===== config.mk =====
export PLATFORM = sky130hd
export DESIGN_NAME = snake_step_sequencer
export DESIGN_NICKNAME = d
export VERILOG_FILES = /design/src/rtl/snake_step_sequencer.sv
export SDC_FILE = /design/constraint.sdc
export NUM_CORES = 1
export LEC_CHECK = 0
export ABC_AREA = 1
export ABC_CLOCK_PERIOD_IN_PS = 1400
export BUFFER_PORTS_ARGS = -buffer_cell sky130_fd_sc_hd__buf_2
export CORE_ASPECT_RATIO = 1.75
export CORE_MARGIN = 4
export CORE_UTILIZATION = 40
export DETAILED_ROUTE_END_ITERATION = 10
export GPL_ROUTABILITY_DRIVEN = 0
export PLACE_DENSITY = 0.63
export SYNTH_ARGS = -nofsm -noshare
export SYNTH_HDL_FRONTEND = slang
export SYNTH_SLANG_ARGS = --single-unit

===== constraint.sdc =====
create_clock -name clk -period 1.4 [get_ports clk]
set_clock_uncertainty 0.05 [all_clocks]
set_input_delay 0.14 -clock clk [delete_from_list [all_inputs] [get_ports clk]]
set_output_delay 0.14 -clock clk [all_outputs]
set_load 0.005 [all_outputs]

===== src/rtl/snake_step_sequencer.sv =====
// Move-tick pacing and direction latching for the snake game. Each tick issues
// one step request to the body datapath; a reported hit is held on `died`.
module snake_step_sequencer #(
  parameter int TICK_DIV = 2500000,
  parameter int TICK_W   = 22
) (
  input  logic       clk,
  input  logic       rst_n,
  input  logic [7:0] key_code,
  input  logic       init_snake,
  input  logic       screen_black,
  input  logic       screen_pause,
  output logic       step_req,
  output logic [1:0] step_dir,
  input  logic       step_ack,
  input  logic       hit,
  output logic       died,
  output logic [1:0] dir,
  output logic       busy
);

  localparam logic [1:0] S_IDLE = 2'd0;
  localparam logic [1:0] S_RUN  = 2'd1;
  localparam logic [1:0] S_STEP = 2'd2;
  localparam logic [1:0] S_DEAD = 2'd3;

  localparam logic [TICK_W-1:0] TICK_LAST = TICK_W'(TICK_DIV - 1);

  logic [1:0]        state;
  logic [TICK_W-1:0] cnt;
  logic [1:0]        pending;
  logic              run_en;
  logic              key_arrow;
  logic [1:0]        key_dir;
  logic              key_ok;

  assign run_en = !screen_black && !screen_pause;
  assign busy   = (state == S_STEP);

  always_comb begin
    key_arrow = 1'b1;
    key_dir   = 2'd0;
    case (key_code)
      8'h75:   key_dir = 2'd0;
      8'h74:   key_dir = 2'd1;
      8'h72:   key_dir = 2'd2;
      8'h6B:   key_dir = 2'd3;
      default: key_arrow = 1'b0;
    endcase
  end

  // Reversal is judged against the committed direction, so a chain of turns
  // inside one tick period only has to avoid reversing the current motion.
  assign key_ok = key_arrow && (state != S_IDLE) && ((key_dir ^ dir) != 2'd2);

  always_ff @(posedge clk or negedge rst_n) begin
    if (!rst_n) begin
      state    <= S_IDLE;
      cnt      <= '0;
      pending  <= 2'd1;
      dir      <= 2'd1;
      step_req <= 1'b0;
      step_dir <= 2'd1;
      died     <= 1'b0;
    end else if (init_snake) begin
      // Restart wins over everything, including a same-cycle ack.
      state    <= S_RUN;
      cnt      <= '0;
      pending  <= 2'd1;
      dir      <= 2'd1;
      step_req <= 1'b0;
      died     <= 1'b0;
    end else begin
      if (key_ok)
        pending <= key_dir;
      case (state)
        S_IDLE: cnt <= '0;
        S_RUN: begin
          if (screen_black) begin
            state <= S_IDLE;
            cnt   <= '0;
          end else if (run_en) begin
            if (cnt == TICK_LAST) begin
              cnt      <= '0;
              step_req <= 1'b1;
              step_dir <= pending;
              dir      <= pending;
              state    <= S_STEP;
            end else begin
              cnt <= cnt + 1'b1;
            end
          end
        end
        S_STEP: begin
          // Counter sits at 0 here, so the next period starts when STEP ends.
          if (step_ack) begin
            step_req <= 1'b0;
            if (hit) begin
              died  <= 1'b1;
              state <= S_DEAD;
            end else if (screen_black) begin
              state <= S_IDLE;
            end else begin
              state <= S_RUN;
            end
          end
        end
        default: begin
          cnt <= '0;
          if (screen_black) begin
            died  <= 1'b0;
            state <= S_IDLE;
          end
        end
      endcase
    end
  end

endmodule


==> results of run 1 <==
-- state kept, by name, indices dropped and copies added (netlist names) --
| name | count |
|---|---|
| cnt | 22 |
| died | 1 |
| step_dir | 2 |
| state | 2 |
| dir | 2 |
| pending | 2 |
| step_req | 1 |
-- cells by family after synthesis --
kind of cell,after synthesis
simple gates,194
buf+inv,47
fa+ha+maj,4
xor+xnor,3
compound gates,25
flops,32
-- Yosys cell counts (3+ instances only) --
cell type	n	area (sq um)
a21oi_1	9	45.0
dfrtp_1	29	726
dfstp_2	3	78.8
ha_1	4	50.1
inv_1	43	161
nand2_1	91	342
nand2_2	3	18.8
nand2_4	3	33.8
nand3_1	26	130
nand4_1	6	37.5
nor2_1	44	165
nor3_1	9	45.0
o21ai_0	10	50.1
-- layer usage --
metal	GRT usage (%)	routed length (um)	vias to the layer above
li1	-	-	1141
met3	2.82	148	17
met1	17.7	2070	1040
met4	8.37	210	0
met5	0	0	-
met2	37.3	3450	43
-- worst min-delay path by stage --
| stage | to | cells after the start | startpoint | slack [ns] |
|---|---|---|---|---|
| final | died | 3 | step_ack | 0.13 |
| after global routing | died | 3 | step_ack | 0.15 |
| after CTS | died | 3 | step_ack | 0.09 |
| after detailed placement | cnt[21] | 2 | rst_n | 0.14 |
| after global placement | cnt[20] | 2 | rst_n | 0.14 |
| after floorplan | cnt[0] | 0 | rst_n | -0.21 |
-- stage by stage --
stage          setup slack [ns]  utilization (%)  hold slack, ns
2_1_floorplan            -0.110                -          -0.206
4_1_cts                  -0.195             59.1          0.0911
5_1_grt                  -0.278             63.6           0.150
3_5_place_dp             -0.215             53.5           0.144
6_report                 -0.198             63.6           0.131
3_3_place_gp             -0.213             53.5           0.139
-- layout make-up --
| class | instances | area share, % |
|---|---|---|
| multi-input combinational | 227 | 44.5 |
| timing repair buffer | 81 | 18.9 |
| inverter | 45 | 5.37 |
| clock buffer | 7 | 3.02 |
| tap | 54 | 2.12 |
| clock inverter | 1 | 0.941 |
| sequential | 32 | 25.2 |
-- power by group through the flow --
stage                     Clock [uW]  Combinational (uW)  Sequential [uW]
final                            992                1030             1050
after global routing            1050                1140             1050
after CTS                       1010                 853             1040
after detailed placement           0                 767             1050
after global placement             0                 760             1050
after floorplan                    0                 423             1060
-- critical path, stage by stage (launching register included) --
cell	delay, ns
dfrtp_1	0.42
inv_2	0.08
ha_4	0.17
nand2_4	0.10
nand2_8	0.10
nor2_8	0.10
nand2_2	0.07
or2_1	0.23
nand2_1	0.06
nand2_1	0.04
nor2_1	0.09
-- repair_timing --
action | in CTS | in global routing
endpoints found under the hold margin | 29 | 0
gates resized for setup | 27 | 53
gates cloned | 0 | 1
pin swaps | 19 | 10
setup endpoints to repair | 31 | 32
hold buffers | 1 | 0
setup buffers | 6 | 6
==> impl_metrics.py, run 1 <==
metrics = {
    "drt": {
        "viasPerCell": 5.01,
        "drt_wl_total_mm": 5.87,
        "dr.pass1.iters": 6,
        "drt.antenna.violating_nets": 0,
        "drt_drc_violations_left": 0,
        "wire_per_inst_um": 13.1,
        "vias": 2241,
        "drtIter0Drc": 48,
    },
    "synthesis": {
        "synth_compound_area_share_pct": 6.75,
        "synth_edf_count": 0,
        "syn_area_per_cell_sq_um": 6.86,
        "mappedNetlistArea_sq_mm": 0.00209,
        "synth_top_family_by_area": "simple AND/OR/NAND/NOR gates",
        "synthMuxAreaShare_pct": 0,
        "yosys_warnings": 0,
        "ys_ff_latch": 32,
        "synth_fa_ha_area_share_pct": 2.39,
        "synth_nets": 324,
        "ys_seq_area_share_pct": 38.4,
        "ys.flop_type": "dfrtp_1",
        "async_flop_share_pct": 100,
        "syn_inst": 305,
        "synth_xor_area_share_pct": 1.26,
        "synth-simple-area-share_pct": 42.4,
        "synth_cell_type_count": 35,
    },
    "pwr": {
        "total_power_uw": 3070,
        "power.share.clock_pct": 32.3,
        "p_sw_uw": 970,
        "power_density_mw_per_mm2": 961,
        "p_sw_share_pct": 31.6,
        "power_leakage_uw": 0.00161,
        "p_int_uw": 2100,
        "share_comb_of_total_power_pct": 33.5,
        "ir_worst_vdd_uv": 775,
        "seqPwrFrac_pct": 34.1,
    },
    "sta": {
        "worst_pin_slew_ns": 0.430,
        "setup_violations": 30,
        "worst_slack_ns": -0.198,
        "fmax_mhz": 626,
        "drv_slew": 0,
        "fin_crit_sh_pct": 114,
        "rsz0062_at_grt": "yes",
        "layout_min_cycle_time_ns": 1.60,
        "fin_tns_setup_ns": -3.83,
        "slew_headroom_pct": 71.3,
        "hold_viol_final": 0,
    },
    "final_layout": {
        "drive_above_1_share_pct": 42.2,
        "layout_commonest_cell": "nand2_1",
        "nets": 411,
        "multi_input_area_sq_mm": 0.00142,
        "final_area_sq_mm": 0.00319,
        "diodes": 0,
        "area_growth_pct": 52.5,
        "nFillCells": 431,
        "seq_area_sq_um": 805,
        "instances_no_fill": 447,
        "final_cell_mix": "nand2_1, buf_4, inv_1",
    },
    "global_routing": {
        "antenna_found_initial": 0,
        "grt-ovfl-total": 0,
        "grt_pass1_wl_mm": 9.58,
        "grt_pass1_vias": 2151,
        "grt_util_all_layers_pct": 18.6,
        "grt_max_degree": 33,
    },
    "clock_network": {
        "numCtsBuffers": 5,
        "cts_sinks": 32,
        "cts_tree": "yes",
        "htreeDepth": 2,
        "clkTransAtPathRegs_ns": 0.07,
        "clock_insertion_delay_worst_skew_ns": 0.29,
        "root_buffer": "clkbuf_8",
        "clockBufferDepth": 2,
    },
    "floorplanning": {
        "start_util_pct": 41.7,
        "dieWidth_um": 62.7,
        "coreArea_sq_mm": 0.00502,
        "core.rowCount": 34,
        "die_y_um": 104,
        "dieArea_sq_mm": 0.00650,
        "ioPinCount": 22,
    },
    "setup_path": {
        "worstPathMaxFanout": 6,
        "reg2reg_to": "cnt[14]",
        "crit_path_end_kind": "flop",
        "required_ns": 1.57,
        "worstSetupEndpoint": "cnt[14]",
        "r2r_start": "state[0]",
        "r2r_setup_slack_ns": -0.20,
        "worstSetupStartpointType": "flop",
        "reg2reg_depth": 10,
        "crit_start": "state[0]",
        "cp.arrival_ns": 1.77,
        "worst-setup-path-type": "flop to flop",
    },
    "placed_design": {
        "io_buffers": 21,
        "dpl-instance-area_sq_mm": 0.00269,
        "placed_cells": 427,
        "place_hpwl_mm": 4.37,
    },
    "run_status": {
        "status": "finished, violations left",
        "violations": "setup timing",
    },
    "min_path": {
        "hold_class": "input pin to flop",
    },
    "run": {
        "cap_violations": 0,
    },
}
(Power assumes the default switching activity.)
==> run 2: changes to the inputs <==
ABC_AREA = 0   (was 1)
==> impl_metrics.py, run 2 <==
metrics = {
    "setup_path": {
        "worst-setup-path-type": "flop to flop",
        "cp.arrival_ns": 1.99,
        "r2r_start": "cnt[1]",
        "reg2reg_depth": 6,
        "crit_path_end_kind": "flop",
        "r2r_setup_slack_ns": -0.47,
        "worstPathMaxFanout": 5,
        "reg2reg_to": "step_dir[1]",
        "worstSetupStartpointType": "flop",
        "required_ns": 1.52,
    },
    "sta": {
        "setup_violations": 33,
        "fin_crit_sh_pct": 134,
        "hold_ws_ns": 0.148,
        "layout_min_cycle_time_ns": 1.87,
        "fin_tns_setup_ns": -11.38,
        "rsz0062_at_grt": "yes",
        "worst_slack_ns": -0.469,
        "fmax_mhz": 535,
        "drv_slew": 0,
        "slew_headroom_pct": 70.6,
        "hold_viol_final": 0,
        "worst_pin_slew_ns": 0.441,
    },
    "drt": {
        "vias": 2165,
        "drt_wl_total_mm": 6.52,
        "drt_drc_violations_left": 0,
        "drtIter0Drc": 65,
        "drt.antenna.violating_nets": 0,
        "wire_per_inst_um": 16.8,
        "dr.pass1.iters": 4,
        "viasPerCell": 5.58,
    },
    "global_routing": {
        "antenna_found_initial": 0,
        "grt-ovfl-total": 0,
        "grt_max_degree": 33,
        "grt_util_all_layers_pct": 21.4,
        "grt_pass1_vias": 2288,
        "grt_pass1_wl_mm": 10.8,
    },
    "clock_network": {
        "numCtsBuffers": 5,
        "root_buffer": "clkbuf_8",
        "clockBufferDepth": 2,
        "htreeDepth": 2,
        "cts_tree": "yes",
        "cts_sinks": 32,
        "clock_insertion_delay_worst_skew_ns": 0.29,
        "clkTransAtPathRegs_ns": 0.07,
    },
    "synthesis": {
        "ys_seq_area_share_pct": 38.9,
        "synth_xor_area_share_pct": 2.12,
        "synth_compound_area_share_pct": 16.0,
        "mappedNetlistArea_sq_mm": 0.00207,
        "async_flop_share_pct": 100,
        "synth_nets": 239,
        "syn_area_per_cell_sq_um": 9.40,
        "synthMuxAreaShare_pct": 5.99,
        "synth_edf_count": 0,
        "synthDominantCellAreaShare_pct": 35.1,
        "yosys_warnings": 0,
        "synth_fa_ha_area_share_pct": 2.42,
        "synth_common_cells": "dfrtp_1, nand2_1, nor2_1",
        "synth_cell_type_count": 54,
        "synth_top_family_by_area": "simple AND/OR/NAND/NOR gates",
        "ys.flop_type": "dfrtp_1",
        "synthTopCellsByArea": "dfrtp_1, mux2i_1, dfstp_2",
        "syn_inst": 220,
        "synth_most_common_cell": "dfrtp_1",
        "synth-simple-area-share_pct": 32.2,
        "yosys.area.top_type": "dfrtp_1",
        "ys_ff_latch": 32,
    },
    "final_layout": {
        "drive_above_1_share_pct": 52.7,
        "layout_commonest_cell": "buf_4",
        "largest_register_ffs": 22,
        "area_growth_pct": 61.6,
        "final_area_sq_mm": 0.00334,
        "multi_input_area_sq_mm": 0.00152,
        "final_cell_mix": "buf_4, dfrtp_1, buf_2",
        "seq_area_sq_um": 806,
        "top_register": "cnt",
        "nets": 352,
        "nFillCells": 380,
        "diodes": 0,
    },
    "min_path": {
        "hold_depth": 3,
        "min-delay-start": "init_snake",
        "whs_endpoint": "pending[1]",
        "hold_class": "input pin to flop",
    },
    "placed_design": {
        "place_hpwl_mm": 4.71,
        "dpl-instance-area_sq_mm": 0.00290,
        "io_buffers": 21,
    },
    "run_status": {
        "violations": "setup timing",
        "status": "finished, violations left",
    },
    "pwr": {
        "ir_worst_vdd_uv": 748,
        "power_leakage_uw": 0.00159,
        "total_power_uw": 2880,
        "power_density_mw_per_mm2": 862,
    },
    "floorplanning": {
        "die_y_um": 103,
        "dieWidth_um": 62.4,
        "dieArea_sq_mm": 0.00643,
        "start_util_pct": 41.6,
        "ioPinCount": 22,
        "coreArea_sq_mm": 0.00498,
        "core.rowCount": 34,
    },
    "run": {
        "cap_violations": 0,
    },
}
[run 2: logic make-up (layout without fill, tap and decap cells)]
| kind of cell | Yosys count | count (layout) |
|---|---|---|
| compound gates | 52 | 52 |
| xor+xnor | 5 | 5 |
| fa+ha+maj | 4 | 4 |
| buf+inv | 13 | 127 |
| flops | 32 | 32 |
| mux | 12 | 12 |
| simple gates | 102 | 102 |
[run 2: layout make-up]
| type | count | share of cell area [%] |
|---|---|---|
| sequential | 32 | 24.1 |
| tap | 54 | 2.02 |
| timing repair buffer | 108 | 24.4 |
| multi-input combinational | 175 | 45.5 |
| inverter | 11 | 1.24 |
| clock buffer | 8 | 2.70 |
[run 2: worst max-delay path by stage]
stage,start,end,slack (ns),depth (start not counted)
3_3_place_gp,cnt[0],cnt[9],-0.49,7
2_1_floorplan,cnt[0],step_dir[1],-0.44,6
4_1_cts,state[0],cnt[21],-0.47,8
6_report,cnt[1],step_dir[1],-0.47,6
5_1_grt,cnt[12],step_dir[1],-0.56,5
3_5_place_dp,cnt[12],step_dir[1],-0.54,5
[run 2: worst max-delay path, stage by stage (launching register included)]
cell and delay (ns):
dfrtp_1 0.39, ha_4 0.17, and4_4 0.24, nand4b_4 0.18, nor4_4 0.19, and2b_2 0.23
mux2_4 0.30
[run 2: routing by layer]
metal | vias up | global-route usage [%] | part of all wire (%) | wire length, um
li1 | 1039 | - | - | -
met5 | - | 0 | 0 | 0
met4 | 0 | 10.3 | 3.1 | 201
met3 | 20 | 2.84 | 2.6 | 171
met1 | 1066 | 21.1 | 35 | 2280
met2 | 40 | 42.9 | 59 | 3860
[run 2: through the flow]
stage	std cells	utilization (%)	worst slack [ns]
floorplan	220	-	-0.435
finish	388	67.1	-0.469
CTS	384	64.9	-0.474
global route	388	67.1	-0.560
global placement	366	58.2	-0.493
detailed placement	366	58.2	-0.539
[run 2: timing repair]
action / 4_1_cts / 5_1_grt
pin swaps: 18 / 15
gates cloned: 1 / 0
setup endpoints to repair: 33 / 33
hold buffers: 1 / 0
setup buffers: 10 / 5
endpoints found under the hold margin: 29 / 0
gates resized for setup: 41 / 21
[run 2: where the power goes]
part | total (uW) | internal (uW) | switching (uW) | leakage, uW
logic | 1130 | 588 | 541 | 0.00111
clock network | 757 | 401 | 356 | 0.0000455
registers | 993 | 957 | 35.9 | 0.000432
total | 2880 | 1950 | 933 | 0.00159
==> run 3: changes to the inputs <==
CORE_UTILIZATION = 32   (was 40)
PLACE_DENSITY = 0.53   (was 0.63)
==> impl_metrics.py, run 3 (synthesized netlist as in run 2, its figures left out) <==
metrics = {
    "clock_network": {
        "htreeDepth": 2,
        "cts_tree": "yes",
        "clkTransAtPathRegs_ns": 0.08,
        "root_buffer": "clkbuf_8",
        "clock_insertion_delay_worst_skew_ns": 0.29,
        "clockBufferDepth": 2,
        "numCtsBuffers": 5,
        "cts_sinks": 32,
    },
    "setup_path": {
        "r2r_setup_slack_ns": -0.47,
        "max_stage_delay_ns": 0.36,
        "cp.buffers_inverters": 2,
        "reg2reg_to": "state[0]",
        "worst-setup-path-type": "flop to flop",
        "reg2reg_depth": 8,
        "required_ns": 1.53,
        "r2r_start": "cnt[0]",
        "critPathTopFamily": "simple AND/OR/NAND/NOR gates",
        "worstSetupStartpointType": "flop",
        "cp.arrival_ns": 2.01,
        "critical_path_depth": 8,
        "crit_path_end_kind": "flop",
        "path_cells": "ha_2, and4_4, nand4b_4, o21ai_2, buf_4, buf_6, nand3b_1, mux2i_1",
        "critPathSlowestCell": "dfrtp_1",
        "worstPathMaxFanout": 5,
    },
    "floorplanning": {
        "coreArea_sq_mm": 0.00623,
        "ioPinCount": 22,
        "core.rowCount": 38,
        "dieWidth_um": 68.8,
        "die_y_um": 114,
        "start_util_pct": 33.2,
        "dieArea_sq_mm": 0.00786,
    },
    "drt": {
        "viasPerCell": 5.23,
        "drtIter0Drc": 58,
        "drt_drc_violations_left": 0,
        "drt.antenna.violating_nets": 0,
        "vias": 2160,
        "dr.pass1.iters": 5,
        "drt_wl_total_mm": 6.60,
        "wire_per_inst_um": 16.0,
    },
    "placed_design": {
        "placed_cells": 390,
        "dpl-instance-area_sq_mm": 0.00291,
        "place_hpwl_mm": 4.86,
        "io_buffers": 21,
    },
    "min_path": {
        "hold_depth": 3,
        "whs_endpoint": "died",
        "hold_class": "input pin to flop",
        "min-delay-start": "step_ack",
    },
    "run_status": {
        "status": "finished, violations left",
        "violations": "setup timing",
    },
    "sta": {
        "worst_pin_slew_ns": 0.443,
        "hold_ws_ns": 0.156,
        "fin_crit_sh_pct": 134,
        "fmax_mhz": 534,
        "drv_slew": 0,
        "worst_slack_ns": -0.471,
        "layout_min_cycle_time_ns": 1.87,
        "rsz0062_at_grt": "yes",
        "setup_violations": 31,
        "slew_headroom_pct": 70.5,
        "hold_viol_final": 0,
    },
    "global_routing": {
        "grt_util_all_layers_pct": 18.1,
        "grt_pass1_vias": 2187,
        "grt-ovfl-total": 0,
        "grt_max_degree": 33,
        "antenna_found_initial": 0,
        "grt_pass1_wl_mm": 10.4,
    },
    "final_layout": {
        "final_cell_mix": "buf_4, dfrtp_1, buf_2",
        "instances_no_fill": 413,
        "final_area_sq_mm": 0.00339,
        "nets": 351,
        "largest_register_ffs": 22,
        "seq_area_sq_um": 808,
        "layout_commonest_cell": "buf_4",
        "diodes": 0,
        "top_register": "cnt",
        "multi_input_area_sq_mm": 0.00152,
        "nFillCells": 578,
        "area_growth_pct": 63.7,
        "drive_above_1_share_pct": 55.0,
    },
    "pwr": {
        "p_sw_share_pct": 31.0,
        "share_comb_of_total_power_pct": 38.6,
        "ir_worst_vdd_uv": 377,
        "power.share.clock_pct": 29.3,
        "power_leakage_uw": 0.00158,
        "seqPwrFrac_pct": 32.2,
        "p_sw_uw": 951,
        "p_int_uw": 2120,
        "power_density_mw_per_mm2": 907,
    },
    "run": {
        "cap_violations": 0,
    },
}
## run 3: changes by cell type in the layout (fill, tap and decap cells not counted), sizes merged
cell,previous run,this run
clkbuf,8,6
buf,107,106
clkinv,0,1
bufinv,0,1
## run 3: layer usage
layer | GRT usage [%] | wire (um) | vias up
met5 | 0 | 0 | -
met4 | 10.3 | 276 | 0
met3 | 2.65 | 192 | 17
met2 | 33.8 | 3860 | 40
met1 | 17.8 | 2280 | 1065
li1 | - | - | 1038
## run 3: how the worst max path moves through the flow
stage	start	end	slack, ns
after floorplan	cnt[0]	step_dir[1]	-0.44
after global placement	cnt[14]	step_dir[1]	-0.56
after detailed placement	cnt[14]	step_dir[1]	-0.54
after CTS	cnt[0]	step_dir[1]	-0.45
after global routing	cnt[14]	step_dir[1]	-0.55
final	cnt[0]	state[0]	-0.47
## run 3: metrics by stage
stage / total power, uW / utilization, % / setup slack (ns) / setup TNS (ns)
2_1_floorplan: 1510 / - / -0.435 / -7.65
3_3_place_gp: 1920 / 46.8 / -0.559 / -13.30
3_5_place_dp: 1920 / 46.8 / -0.544 / -12.86
4_1_cts: 3000 / 52.0 / -0.450 / -11.31
5_1_grt: 3230 / 54.4 / -0.554 / -14.21
6_report: 3070 / 54.4 / -0.471 / -11.48
## run 3: repair_timing
action,4_1_cts,5_1_grt
setup endpoints to repair,33,33
hold buffers,1,0
endpoints found under the hold margin,29,0
setup buffers,9,7
pin swaps,11,21
gates resized for setup,41,25
## run 3: cell type report
cell class	instances	area share, %
timing repair buffer	107	24.0
clock buffer	6	2.14
tap	80	2.96
sequential	32	23.9
multi-input combinational	175	44.8
clock inverter	2	1.03
inverter	11	1.22
## run 3: power by group through the flow
| stage | sequential, uW | combinational [uW] | clock (uW) |
|---|---|---|---|
| after global placement | 1000 | 923 | 0 |
| after CTS | 987 | 1090 | 919 |
| final | 987 | 1180 | 898 |
| after global routing | 991 | 1260 | 972 |
| after detailed placement | 1000 | 915 | 0 |
| after floorplan | 1010 | 499 | 0 |
## run 3: worst min-delay path: stages
cell,delay [ns]
buf_2,0.12
a31oi_1,0.16
a311oi_1,0.05
